`src/rtl/game_tick_scheduler.sv`:
```
// Timing controller for the 8x8 LED ping-pong game: one shared prescaler feeds
// a fixed display scan enable and a level-dependent ball step enable, sequenced by the game phase FSM.
module game_tick_scheduler #(
    parameter logic [27:0] PRESCALE       = 28'd100000,
    parameter logic [9:0]  STEP_BASE      = 10'd320,
    parameter logic [9:0]  STEP_DEC       = 10'd32,
    parameter logic [2:0]  MAX_LEVEL      = 3'd7,
    parameter logic [3:0]  HITS_PER_LEVEL = 4'd4,
    parameter logic [9:0]  SERVE_TICKS    = 10'd500
) (
    input  logic       CLK_IN,
    input  logic       RST_N,
    input  logic       START,
    input  logic       PAUSE,
    input  logic       HIT,
    input  logic       MISS,
    output logic       SCAN_TICK,
    output logic       STEP_TICK,
    output logic [2:0] LEVEL,
    output logic [1:0] STATE,
    output logic       RUNNING
);

    localparam int unsigned PRE_W = 28;
    localparam int unsigned CNT_W = 10;
    localparam int unsigned LVL_W = 3;
    localparam int unsigned HIT_W = 4;

    typedef enum logic [1:0] {
        ST_IDLE   = 2'b00,
        ST_SERVE  = 2'b01,
        ST_RALLY  = 2'b10,
        ST_PAUSED = 2'b11
    } state_t;

    state_t             state_q, state_d;
    state_t             saved_q, saved_d;
    logic [PRE_W-1:0]   pre_q, pre_d;
    logic [CNT_W-1:0]   serve_q, serve_d;
    logic [CNT_W-1:0]   step_q, step_d;
    logic [HIT_W-1:0]   hit_q, hit_d;
    logic [LVL_W-1:0]   level_q, level_d;
    logic               scan_q;
    logic               step_tick_q, step_tick_d;
    logic               running_q, running_d;

    logic               base_tick;
    logic [CNT_W-1:0]   period_m1;

    assign base_tick = (pre_q == PRESCALE - PRE_W'(1));
    assign pre_d     = base_tick ? '0 : pre_q + PRE_W'(1);

    // Period shrinks with level; the compare uses >= so a shortened period
    // that the running count already exceeds fires on the next base tick.
    assign period_m1 = STEP_BASE - CNT_W'(level_q) * STEP_DEC - CNT_W'(1);

    // Next-state and counter update
    always_comb begin
        state_d     = state_q;
        saved_d     = saved_q;
        serve_d     = serve_q;
        step_d      = step_q;
        hit_d       = hit_q;
        level_d     = level_q;
        step_tick_d = 1'b0;

        case (state_q)
            ST_IDLE: begin
                serve_d = '0;
                step_d  = '0;
                hit_d   = '0;
                level_d = '0;
                if (START) begin
                    state_d = ST_SERVE;
                end
            end

            ST_SERVE: begin
                if (MISS) begin
                    serve_d = '0;
                    step_d  = '0;
                    hit_d   = '0;
                    level_d = '0;
                end else if (PAUSE) begin
                    state_d = ST_PAUSED;
                    saved_d = ST_SERVE;
                end else if (base_tick) begin
                    if (serve_q == SERVE_TICKS - CNT_W'(1)) begin
                        state_d = ST_RALLY;
                        serve_d = '0;
                        step_d  = '0;
                    end else begin
                        serve_d = serve_q + CNT_W'(1);
                    end
                end
            end

            ST_RALLY: begin
                if (MISS) begin
                    state_d = ST_SERVE;
                    serve_d = '0;
                    step_d  = '0;
                    hit_d   = '0;
                    level_d = '0;
                end else if (PAUSE) begin
                    state_d = ST_PAUSED;
                    saved_d = ST_RALLY;
                end else begin
                    if (base_tick) begin
                        if (step_q >= period_m1) begin
                            step_d      = '0;
                            step_tick_d = 1'b1;
                        end else begin
                            step_d = step_q + CNT_W'(1);
                        end
                    end
                    if (HIT) begin
                        if (hit_q == HITS_PER_LEVEL - HIT_W'(1)) begin
                            hit_d = '0;
                            if (level_q < MAX_LEVEL) begin
                                level_d = level_q + LVL_W'(1);
                            end
                        end else begin
                            hit_d = hit_q + HIT_W'(1);
                        end
                    end
                end
            end

            ST_PAUSED: begin
                if (!PAUSE) begin
                    state_d = saved_q;
                end
            end

            default: begin
                state_d = ST_IDLE;
            end
        endcase
    end

    assign running_d = (state_d == ST_SERVE) || (state_d == ST_RALLY);

    // State and counter registers
    always_ff @(posedge CLK_IN or negedge RST_N) begin
        if (!RST_N) begin
            state_q     <= ST_IDLE;
            saved_q     <= ST_IDLE;
            pre_q       <= '0;
            serve_q     <= '0;
            step_q      <= '0;
            hit_q       <= '0;
            level_q     <= '0;
            scan_q      <= 1'b0;
            step_tick_q <= 1'b0;
            running_q   <= 1'b0;
        end else begin
            state_q     <= state_d;
            saved_q     <= saved_d;
            pre_q       <= pre_d;
            serve_q     <= serve_d;
            step_q      <= step_d;
            hit_q       <= hit_d;
            level_q     <= level_d;
            scan_q      <= base_tick;
            step_tick_q <= step_tick_d;
            running_q   <= running_d;
        end
    end

    assign SCAN_TICK = scan_q;
    assign STEP_TICK = step_tick_q;
    assign LEVEL     = level_q;
    assign STATE     = state_q;
    assign RUNNING   = running_q;

endmodule

```
`config.mk`:
```
export PLATFORM = sky130hd
export DESIGN_NAME = game_tick_scheduler
export DESIGN_NICKNAME = d
export VERILOG_FILES = /design/src/rtl/game_tick_scheduler.sv
export SDC_FILE = /design/constraint.sdc
export NUM_CORES = 1
export LEC_CHECK = 0
export ABC_AREA = 1
export CAP_MARGIN = 15
export CORE_ASPECT_RATIO = 0.6
export CORE_MARGIN = 2
export CORE_UTILIZATION = 56
export DETAILED_ROUTE_END_ITERATION = 10
export PLACE_DENSITY = 0.81
export SETUP_SLACK_MARGIN = 0.1
export SYNTH_ARGS = -nofsm -noshare
export SYNTH_HDL_FRONTEND = slang
export SYNTH_SLANG_ARGS = --single-unit
```
`constraint.sdc`:
```
create_clock -name CLK_IN -period 1.7 [get_ports CLK_IN]
set_input_delay 0.34 -clock CLK_IN [delete_from_list [all_inputs] [get_ports CLK_IN]]
set_output_delay 0.34 -clock CLK_IN [all_outputs]
set_load 0.02 [all_outputs]
```
==> results of run 1 <==
power by group through the flow:
stage | clock network [mW] | registers (mW) | logic, mW
after floorplan | 0 | 1.67 | 0.424
after global placement | 0 | 1.62 | 0.811
after detailed placement | 0 | 1.62 | 0.845
after CTS | 2.08 | 1.60 | 0.866
after global routing | 2.17 | 1.61 | 1.18
final | 2.07 | 1.61 | 1.10
registers in the layout (all words and copies together) (netlist names):
name,count
LEVEL,3
RUNNING,1
SCAN_TICK,1
STATE,2
STEP_TICK,1
hit_q,4
pre_q,28
saved_q,2
serve_q,10
step_q,10
synthesized netlist by cell type, types with 3 or more instances:
library cell / count
a21oi_1: 6
dfrtp_1: 62
ha_1: 11
inv_1: 76
inv_2: 6
nand2_1: 166
nand2_2: 10
nand3_1: 34
nand3b_1: 4
nand4_1: 11
nor2_1: 75
nor2_2: 4
nor2_4: 3
nor3_1: 20
nor4_1: 3
o21ai_0: 17
o21bai_1: 3
xor2_1: 20
cell families (layout without fill, tap and decap cells):
group / count (synthesis) / in the layout / synth area share
xor gates and xnor gates: 22 / 22 / 0.0487
buffers and inverters: 86 / 192 / 0.0857
AOI/OAI and AO/OA: 36 / 36 / 0.0537
adders and majority gates: 11 / 11 / 0.0348
and+or+nand+nor: 340 / 341 / 0.385
DFF: 62 / 62 / 0.392
worst reg2reg max path: cells and delay by family, from the launching register on:
kind,cells,cell delay [ns]
buffers and inverters,2,0.09
adder cells (fa/ha/maj),2,0.53
flip-flops,1,0.38
AND/OR/NAND/NOR,9,0.78
cell type report:
class / count / share of cell area
flip-flops and latches: 62 / 0.278
multi-input cells: 410 / 0.449
well taps: 87 / 0.0194
inverters: 83 / 0.0568
clock buffers: 13 / 0.0481
repair buffers: 93 / 0.138
clock inverters: 3 / 0.0116
through the flow:
step / setup slack [ns] / instance area, µm²
after global placement: -0.166 / 4670
after detailed placement: -0.268 / 4670
after global routing: -0.275 / 5620
after floorplan: -0.107 / 4000
after CTS: -0.150 / 5140
final: -0.208 / 5620
worst max-delay path by stage:
| stage | to | depth (start not counted) | slack, ns | from |
|---|---|---|---|---|
| 2_1_floorplan | step_q[9] | 13 | -0.11 | LEVEL[1] |
| 3_3_place_gp | step_q[6] | 13 | -0.17 | LEVEL[2] |
| 3_5_place_dp | hit_q[2] | 9 | -0.27 | MISS |
| 4_1_cts | step_q[4] | 13 | -0.15 | LEVEL[2] |
| 5_1_grt | step_q[4] | 13 | -0.27 | LEVEL[1] |
| 6_report | step_q[4] | 13 | -0.21 | LEVEL[1] |
metal layers:
layer  wire, µm  part of all wire
met1       5340              0.41
met2       5490              0.42
met3       1710              0.13
met4        384             0.030
met5          0                 0
repair_timing:
item	CTS	global route
cloned	1	0
setup endpoints to repair	34	51
buffers inserted	2	20
pin swaps	21	26
resized for setup	36	98
hold buffers	1	0
hold endpoints to repair	15	0
==> summary.md, run 1 <==
| Metric | Value |
|---|---|
| Share of the synthesized area in the top cell type | `0.392` |
| Vias in the first global route | `3,817` |
| M2 GR Usage | `0.433` |
| Detailed Place HPWL | `7900 µm` |
| H-tree depth | `3` |
| Clock Skew | `0.00824 ns` |
| First-pass GRT wire length | `19,100 µm` |
| Post-route ant nets | `0` |
| I/O Pins | `14` |
| Non-Filler Instances | `751` |
| Rows | `23` |
| Detailed Route Iter0 Violations | `636` |
| Placed instance count | `713` |
| Worst path buffer plus inverter count | `2` |
| Clock Latency Late Sink | `0.34 ns` |
| Hold WS | `0.459 ns` |
| Final global-route overflow total | `0` |
| Worst min path class | `input port to async pin` |
| Crit path DAT | `2.13 ns` |
| Register-to-Register Setup Slack | `-0.21 ns` |
| Fillers | `384` |
| Post-synth net total | `574` |
| Drt first pass iters | `6` |
| Switching Share | `0.287` |
| Yosys top cell by area | `dfrtp_1` |
| Int Pwr | `3.40 mW` |
| RR Startpoint | `LEVEL[1]` |
| Vias | `4,286` |
| EDFF count, synth | `0` |
| Yosys warnings | `0` |
| Final min period | `1.91 ns` |
| Crit start category | `flip-flop` |
| GRT Util Overall | `0.315` |
| Psw | `1.37 mW` |
| Share of cells above drive strength 1 | `0.336` |
| R2R depth | `13` |
| Comb power frac | `0.231` |
| Core area | `6760 µm²` |
| Largest net degree at the start of global routing | `48` |
| Gpl congestion | `0.978` |
| Power Total | `4.78 mW` |
| Crit path max-delay family | `simple AND/OR/NAND/NOR gates` |
| Violated checks | `negative setup slack` |
| Synthesized area | `3960 µm²` |
| DRC Markers | `0` |
| Worst rel slew slack | `0.740` |
| Final setup TNS | `-1.70 ns` |
| Final WS setup | `-0.208 ns` |
| Top FF cell, synth | `dfrtp_1` |
| Slew Viols, Final | `0` |
| Diode count | `0` |
| Slew @ Worst Pin | `0.391 ns` |
| Met3 Use GR | `0.129` |
| Sequential Area | `1560 µm²` |
| Largest cells by area after synthesis | `dfrtp_1 (39%), nand2_1 (16%), inv_1 (7.2%), nor2_1 (7.1%), xor2_1 (4.4%)` |
| P_leak | `2.86 nW` |
| Most common cell on crit path | `nor2_4` |
| Clock Sinks | `62` |
| Initial Utilization | `0.585` |
| Final number of hold-violating endpoints | `0` |
| Cell Chain, Critical Path | `inv_2 > ha_4 > inv_2 > ha_4 > nand2_4 > nor2_4 > nand2_2 > nor2_4 > nor2_4 > nand3b_1 > nor2_1 > nand2_1 > nand2_1` |
| Critical path fanouts, max | `5` |
| RSZ-0062 raised after global routing | `yes` |
| Fmax | `524 MHz` |
| Crit-path max cell delay | `0.38 ns` |
| Worst r2r dst | `step_q[4]` |
| Slowest cell on the critical path | `dfrtp_2` |
| Peak VDD IR | `787 µV` |
| DR WL/cell | `17.2 µm` |
| Commonest non-fill, non-tap cell in the layout | `nand2_1` |
| CTS buffer count | `9` |
| Most frequent cells in the layout | `nand2_1 (135), buf_4 (72), inv_1 (68)` |
| Multi-input gate area | `2520 µm²` |
| Fin crit share | `1.12` |
| Clk pwr share | `0.433` |
| Final nets | `676` |
| Total wire length | `12,900 µm` |
| Worst Setup Path Type | `flip-flop to flip-flop` |
| Max cap viols | `0` |
| Syn Area/Cell | `7.11 µm²` |
| CP endpoint kind | `flip-flop` |
| PortBufs | `13` |
| Async S/R FF share, synth | `1.00` |
| Clock Path Buffers | `2` |
| CTS tree | `yes` |
| Root Buffer | `clkbuf_16` |
| Seq cells post-synth | `62` |
| Area grow syn2layout | `42.0%` |
| Met1 track demand over resource | `0.459` |
| Status | `finished, violations left` |
| Util after Layout | `0.831` |
| Number of library cell types mapped by synthesis | `36` |
| Antenna violations before repair | `0` |
| Mapped Cells | `557` |
| Reg power frac | `0.336` |
| Sequential share of the synthesized area | `0.392` |
| Die ar. | `7780 µm²` |
| # setup viols final | `18` |
| Power Density | `850 nW/µm²` |
| Worst-path clk slew | `0.05 ns` |
| DIE HEIGHT | `69.1 µm` |
| Busiest grt layer | `met1` |
| Via density per instance | `5.71` |
| Die width | `113 µm` |
| Critical Path RT | `1.93 ns` |
Note: power is estimated with default switching activity, not from simulation.
==> run 2, diff against run 1 <==
- PLACE_DENSITY: 0.81 -> unset
- PLACE_DENSITY_LB_ADDON: unset -> 0.1
==> run 2 against run 1 <==
  * The flow still finishes with violations (negative setup slack)
  * Worst hold slack got worse by 0.44 ns
  * Wire length increased by 1.7%
  * Clock-buffer cell count is 2 lower
  * Register-to-register slack lost 0.04 ns
  * Combinational power shrank 12%
  * Design area fell by 0.27%
  * Fmax fell by 2.1%
  * Critical endpoint is now step_q[8]
  * Largest cell class unchanged
==> summary.md, run 2 (synthesis results as in run 1) <==
| Metric | Value |
|---|---|
| Status | `finished, violations left` |
| Violated checks | `negative setup slack` |
| DIE HEIGHT | `69.1 µm (unchanged)` |
| Slew Viols, Final | `0 (unchanged)` |
| Area grow syn2layout | `41.6%` |
| Via density per instance | `5.65 (-0.97%)` |
| Detailed Place HPWL | `8530 µm (+8.0%)` |
| RSZ-0062 raised after global routing | `yes` |
| Fillers | `409 (+6.5%)` |
| Fmax | `513 MHz (-2.1%)` |
| P_leak | `2.85 nW (-0.27%)` |
| Most frequent cells in the layout | `nand2_1 (139), buf_4 (69), inv_1 (64)` |
| Gpl congestion | `1.02 (+4.5%)` |
| Final global-route overflow total | `0 (unchanged)` |
| CP endpoint kind | `flip-flop` |
| Fin crit share | `1.15 (+0.0238)` |
| Rows | `23 (unchanged)` |
| Worst Setup Path Type | `flip-flop to flip-flop` |
| # setup viols final | `18 (unchanged)` |
| Post-route ant nets | `0 (unchanged)` |
| Final nets | `674 (-0.30%)` |
| PortBufs | `13 (unchanged)` |
| Critical Path RT | `1.97 ns (+0.04 ns)` |
| Vias in the first global route | `3,742 (-2.0%)` |
| DR WL/cell | `17.5 µm (+2.0%)` |
| Power Density | `791 nW/µm² (-7.0%)` |
| Total wire length | `13,100 µm (+1.7%)` |
| Clock Skew | `0.00488 ns (-0.00337 ns)` |
| Worst rel slew slack | `0.774 (+0.0342)` |
| CTS buffer count | `9 (unchanged)` |
| Crit-path max cell delay | `0.42 ns (+0.04 ns)` |
| Final number of hold-violating endpoints | `0 (unchanged)` |
| Util after Layout | `0.828 (-0.00222)` |
| Antenna violations before repair | `0 (unchanged)` |
| Slowest cell on the critical path | `dfrtp_2` |
| Initial Utilization | `0.585 (unchanged)` |
| Max cap viols | `0 (unchanged)` |
| First-pass GRT wire length | `19,200 µm (+0.43%)` |
| DRC Markers | `0 (unchanged)` |
| Cell Chain, Critical Path | `inv_2 > ha_4 > inv_2 > ha_4 > nand2_4 > nor2_4 > nand2_2 > nand3_4 > nor2_4 > nand3b_1 > nor2_1 > nand2_1 > nand2_1` |
| Top Registers | `pre_q: 28 flops, serve_q: 10 flops, step_q: 10 flops` |
| Critical path fanouts, max | `5 (unchanged)` |
| Commonest non-fill, non-tap cell in the layout | `nand2_1` |
| Drt first pass iters | `5 (-1)` |
| Share of cells above drive strength 1 | `0.343 (+0.00706)` |
| Die ar. | `7780 µm² (unchanged)` |
| R2R depth | `13 (unchanged)` |
| CTS tree | `yes` |
| Max reg flops | `28 (unchanged)` |
| Hold WS | `0.0170 ns (-0.442 ns)` |
| Vias | `4,233 (-1.2%)` |
| Die width | `113 µm (unchanged)` |
| Detailed Route Iter0 Violations | `491 (-23%)` |
| GRT Util Overall | `0.319 (+0.00442)` |
| Core area | `6760 µm² (unchanged)` |
| Root Buffer | `clkbuf_16` |
| Worst-path clk slew | `0.06 ns (about the same)` |
| Diode count | `0 (unchanged)` |
| Largest net degree at the start of global routing | `63 (+31%)` |
| Peak VDD IR | `870 µV (+11%)` |
| I/O Pins | `14 (unchanged)` |
| Crit path DAT | `2.22 ns (+0.09 ns)` |
| Largest register by flop count | `pre_q` |
| Clock Sinks | `62 (unchanged)` |
| H-tree depth | `3 (unchanged)` |
| Slew @ Worst Pin | `0.337 ns (-0.0538 ns)` |
| Final WS setup | `-0.248 ns (-0.0404 ns)` |
| Clock Path Buffers | `2 (unchanged)` |
| Worst min path class | `input port to async pin` |
| Crit start category | `flip-flop` |
| Power Total | `4.43 mW (-7.2%)` |
| Final min period | `1.95 ns (+0.0404 ns)` |
| Clock Latency Late Sink | `0.33 ns (about the same)` |
-- run 2: timing repair --
action	4_1_cts	5_1_grt
endpoints found under the setup margin	40	53
setup buffers	2	10
gates cloned	1	0
hold buffers	0	0
resized for setup	53	88
pin swaps	21	35
-- run 2: final cells by class --
type / count / area [µm²] / area share
sequential: 62 / 1560 / 0.278
inverter: 83 / 319 / 0.0569
clock inverter: 5 / 58.8 / 0.0105
multi-input combinational: 410 / 2550 / 0.456
clock buffer: 11 / 243 / 0.0433
timing repair buffer: 91 / 761 / 0.136
tap: 87 / 109 / 0.0194
-- run 2: worst max-delay path: cells and delay by family, from the launching register on --
family / cells / cell delay, ns
fa+ha+maj: 2 / 0.39
buf+inv: 2 / 0.14
flops: 1 / 0.42
simple gates: 9 / 0.91
-- run 2: worst paths after layout --
check / start / endpoint / slack, ns
min reg2reg: saved_q[1] / saved_q[1] / 0.50
max reg2reg: LEVEL[1] / step_q[8] / -0.25
max: LEVEL[1] / step_q[8] / -0.25
max in group asynchronous: RST_N / pre_q[7] / 1.39
min in group CLK_IN: saved_q[1] / saved_q[1] / 0.50
min: RST_N / pre_q[13] / 0.02
-- run 2: metal layers --
layer / GRT usage / share of wire / wire (µm)
met2: 0.416 / 0.41 / 5400
met5: 0 / 0 / 0
met4: 0.0650 / 0.023 / 300
met1: 0.500 / 0.45 / 5920
met3: 0.116 / 0.12 / 1520
-- run 2: power by group --
| part | switching (mW) | internal (mW) |
|---|---|---|
| sequential | 0.0618 | 1.54 |
| combinational | 0.598 | 0.375 |
| clock | 0.683 | 1.17 |
| total | 1.34 | 3.09 |
-- run 2: per-stage QoR --
step	instance area [µm²]	setup WS, ns	setup TNS, ns	instances
after global placement	4720	-0.160	-3.44	721
after CTS	5240	-0.144	-1.36	740
final	5600	-0.248	-1.58	749
after global routing	5600	-0.310	-3.12	749
after detailed placement	4720	-0.206	-4.24	721
after floorplan	4000	-0.107	-0.933	557
==> run 3, diff against run 2 <==
- GPL_ROUTABILITY_DRIVEN: unset -> 0
- SKIP_LAST_GASP: unset -> 1
==> run 3 against run 2 <==
  * The run ends with negative hold slack, negative setup slack left
  * Utilization fell by 1.6 points
  * Worst setup slack improved by 0.062 ns
  * Clock power fell by 11%
  * Design area fell by 2.0%
  * Sequential share of layout area rose by 0.59 points
  * Worst hold slack got worse by 0.017 ns
  * Critical endpoint is now step_q[7]
  * Highest routed layer unchanged
==> summary.md, run 3 (synthesis results as in run 1) <==
| Metric | Value |
|---|---|
| CP endpoint kind | `flip-flop` |
| Non-Filler Instances | `750 (+0.13%)` |
| Clock Path Buffers | `2 (unchanged)` |
| Root Buffer | `clkbuf_16` |
| Most frequent cells in the layout | `nand2_1 (150), buf_4 (74), inv_1 (66)` |
| Vias in the first global route | `3,571 (-4.6%)` |
| Status | `finished, violations left` |
| Fillers | `385 (-5.9%)` |
| Total wire length | `12,900 µm (-2.2%)` |
| Clock Sinks | `62 (unchanged)` |
| Peak VDD IR | `875 µV (+0.62%)` |
| CTS Hold Bufs | `0 (unchanged)` |
| Final min period | `1.89 ns (-0.0620 ns)` |
| Initial Utilization | `0.585 (unchanged)` |
| Critical Path RT | `1.97 ns (about the same)` |
| Die ar. | `7780 µm² (unchanged)` |
| Detailed Route Iter0 Violations | `552 (+12%)` |
| Final nets | `677 (+0.45%)` |
| Diode count | `0 (unchanged)` |
| Placed instance count | `716 (-0.69%)` |
| R2R depth | `13 (unchanged)` |
| Clk pwr share | `0.385 (-0.034)` |
| Critical path fanouts, max | `5 (unchanged)` |
| First-pass GRT wire length | `18,100 µm (-5.5%)` |
| Post-route ant nets | `0 (unchanged)` |
| DRC Markers | `0 (unchanged)` |
| CTS tree | `yes` |
| Detailed Place HPWL | `8080 µm (-5.3%)` |
| Crit start category | `flip-flop` |
| Max reg flops | `28 (unchanged)` |
| Commonest non-fill, non-tap cell in the layout | `nand2_1` |
| Violated checks | `negative hold slack, negative setup slack` |
| Int Pwr | `2.97 mW (-3.9%)` |
| CTS buffer count | `9 (unchanged)` |
| Clock Skew | `0.0102 ns (+0.00530 ns)` |
| Psw | `1.30 mW (-3.1%)` |
| Fin crit share | `1.11 (-0.0365)` |
| Worst-path clk slew | `0.05 ns (about the same)` |
| GRT Util Overall | `0.299 (-0.0198)` |
| P_leak | `2.85 nW (about the same)` |
| Rows | `23 (unchanged)` |
| Util after Layout | `0.812 (-0.0165)` |
| RSZ-0062 raised after global routing | `yes` |
| Hold WS | `-0.000420 ns (-0.0174 ns)` |
| Final number of hold-violating endpoints | `1 (+1)` |
| DR WL/cell | `17.1 µm (-2.3%)` |
| Core area | `6760 µm² (unchanged)` |
| Share of cells above drive strength 1 | `0.315 (-0.0277)` |
| Worst Setup Path Type | `flip-flop to flip-flop` |
| Slew Viols, Final | `0 (unchanged)` |
| Antenna violations before repair | `0 (unchanged)` |
| Largest register by flop count | `pre_q` |
| PortBufs | `13 (unchanged)` |
| I/O Pins | `14 (unchanged)` |
| Via density per instance | `5.71 (+1.1%)` |
| DIE HEIGHT | `69.1 µm (unchanged)` |
| Switching Share | `0.305 (+0.00177)` |
| Area grow syn2layout | `38.8%` |
| Clock Latency Late Sink | `0.34 ns (about the same)` |
| Reg power frac | `0.375 (+0.013)` |
| Slew @ Worst Pin | `0.421 ns (+0.0840 ns)` |
| # setup viols final | `14 (-4)` |
| Top Registers | `pre_q: 28 flops, serve_q: 10 flops, step_q: 10 flops` |
| Crit path DAT | `2.16 ns (-0.06 ns)` |
| Comb power frac | `0.239 (+0.019)` |
| Power Density | `777 nW/µm² (-1.7%)` |
| Vias | `4,284 (+1.2%)` |
| Final WS setup | `-0.186 ns (+0.0620 ns)` |
| Worst rel slew slack | `0.717 (-0.0568)` |
| Max cap viols | `0 (unchanged)` |
| Final global-route overflow total | `0 (unchanged)` |
| Die width | `113 µm (unchanged)` |
| H-tree depth | `3 (unchanged)` |
| Largest net degree at the start of global routing | `63 (unchanged)` |
| Drt first pass iters | `6 (+1)` |
| Fmax | `530 MHz (+3.3%)` |
| Worst min path class | `input port to async pin` |
## run 3: routing by layer
| metal | global-route usage | up-vias | part of all wire |
|---|---|---|---|
| met2 | 0.395 | 296 | 0.42 |
| met5 | 0 | - | 0 |
| met4 | 0.0515 | 0 | 0.030 |
| met1 | 0.441 | 1972 | 0.41 |
| met3 | 0.152 | 56 | 0.14 |
| li1 | - | 1960 | - |
## run 3: worst paths after layout
| kind | startpoint | endpoint | slack, ns |
|---|---|---|---|
| setup reg to reg | LEVEL[1] | step_q[7] | -0.19 |
| min in group CLK_IN | saved_q[1] | saved_q[1] | 0.49 |
| hold reg to reg | saved_q[1] | saved_q[1] | 0.49 |
| setup / recovery | LEVEL[1] | step_q[7] | -0.19 |
| max in group asynchronous | RST_N | LEVEL[2] | 1.38 |
| hold / removal | RST_N | pre_q[22] | -0.0004 |
## run 3: final cells by class
type                            count  area (µm²)  share of cell area
Clock buffer                       12         246              0.0449
Clock inverter                      2        10.0             0.00182
Sequential cell                    62        1560               0.284
Multi-Input combinational cell    410        2480               0.452
Tap cell                           87         109              0.0198
Timing Repair Buffer               94         764               0.139
Inverter                           83         317              0.0576
## run 3: stage by stage
step	worst slack, ns	power (mW)	setup TNS, ns	area (µm²)	hold WS (ns)
CTS	-0.139	4.09	-1.17	5080	0.0288
global route	-0.311	4.41	-2.75	5490	0.0477
detailed placement	-0.225	2.45	-5.20	4680	0.378
finish	-0.186	4.27	-1.37	5490	-0.000420
floorplan	-0.107	2.09	-0.933	4000	0.0444
global placement	-0.178	2.42	-4.02	4680	0.378
## run 3: power groups by stage
stage          combinational [mW]  sequential, mW  clock, mW
4_1_cts                     0.865            1.59       1.63
5_1_grt                      1.09            1.61       1.72
3_5_place_dp                0.837            1.62          0
3_3_place_gp                0.810            1.61          0
6_report                     1.02            1.60       1.65
2_1_floorplan               0.424            1.67          0
## run 3: critical path: stages (launching register included)
cell	delay [ns]
dfrtp_2	0.40
inv_2	0.08
ha_4	0.20
inv_2	0.06
ha_4	0.20
nand2_2	0.06
nand2_2	0.05
nand2_2	0.08
nand3_4	0.11
nor2_4	0.22
nand3b_1	0.11
nor2_1	0.13
nand2_1	0.06
nand2_1	0.06
## run 3: timing repair
item | CTS | global route
gates cloned | 1 | 0
setup endpoints to repair | 32 | 50
pin swaps | 20 | 40
setup buffers | 3 | 18
gates resized for setup | 35 | 83
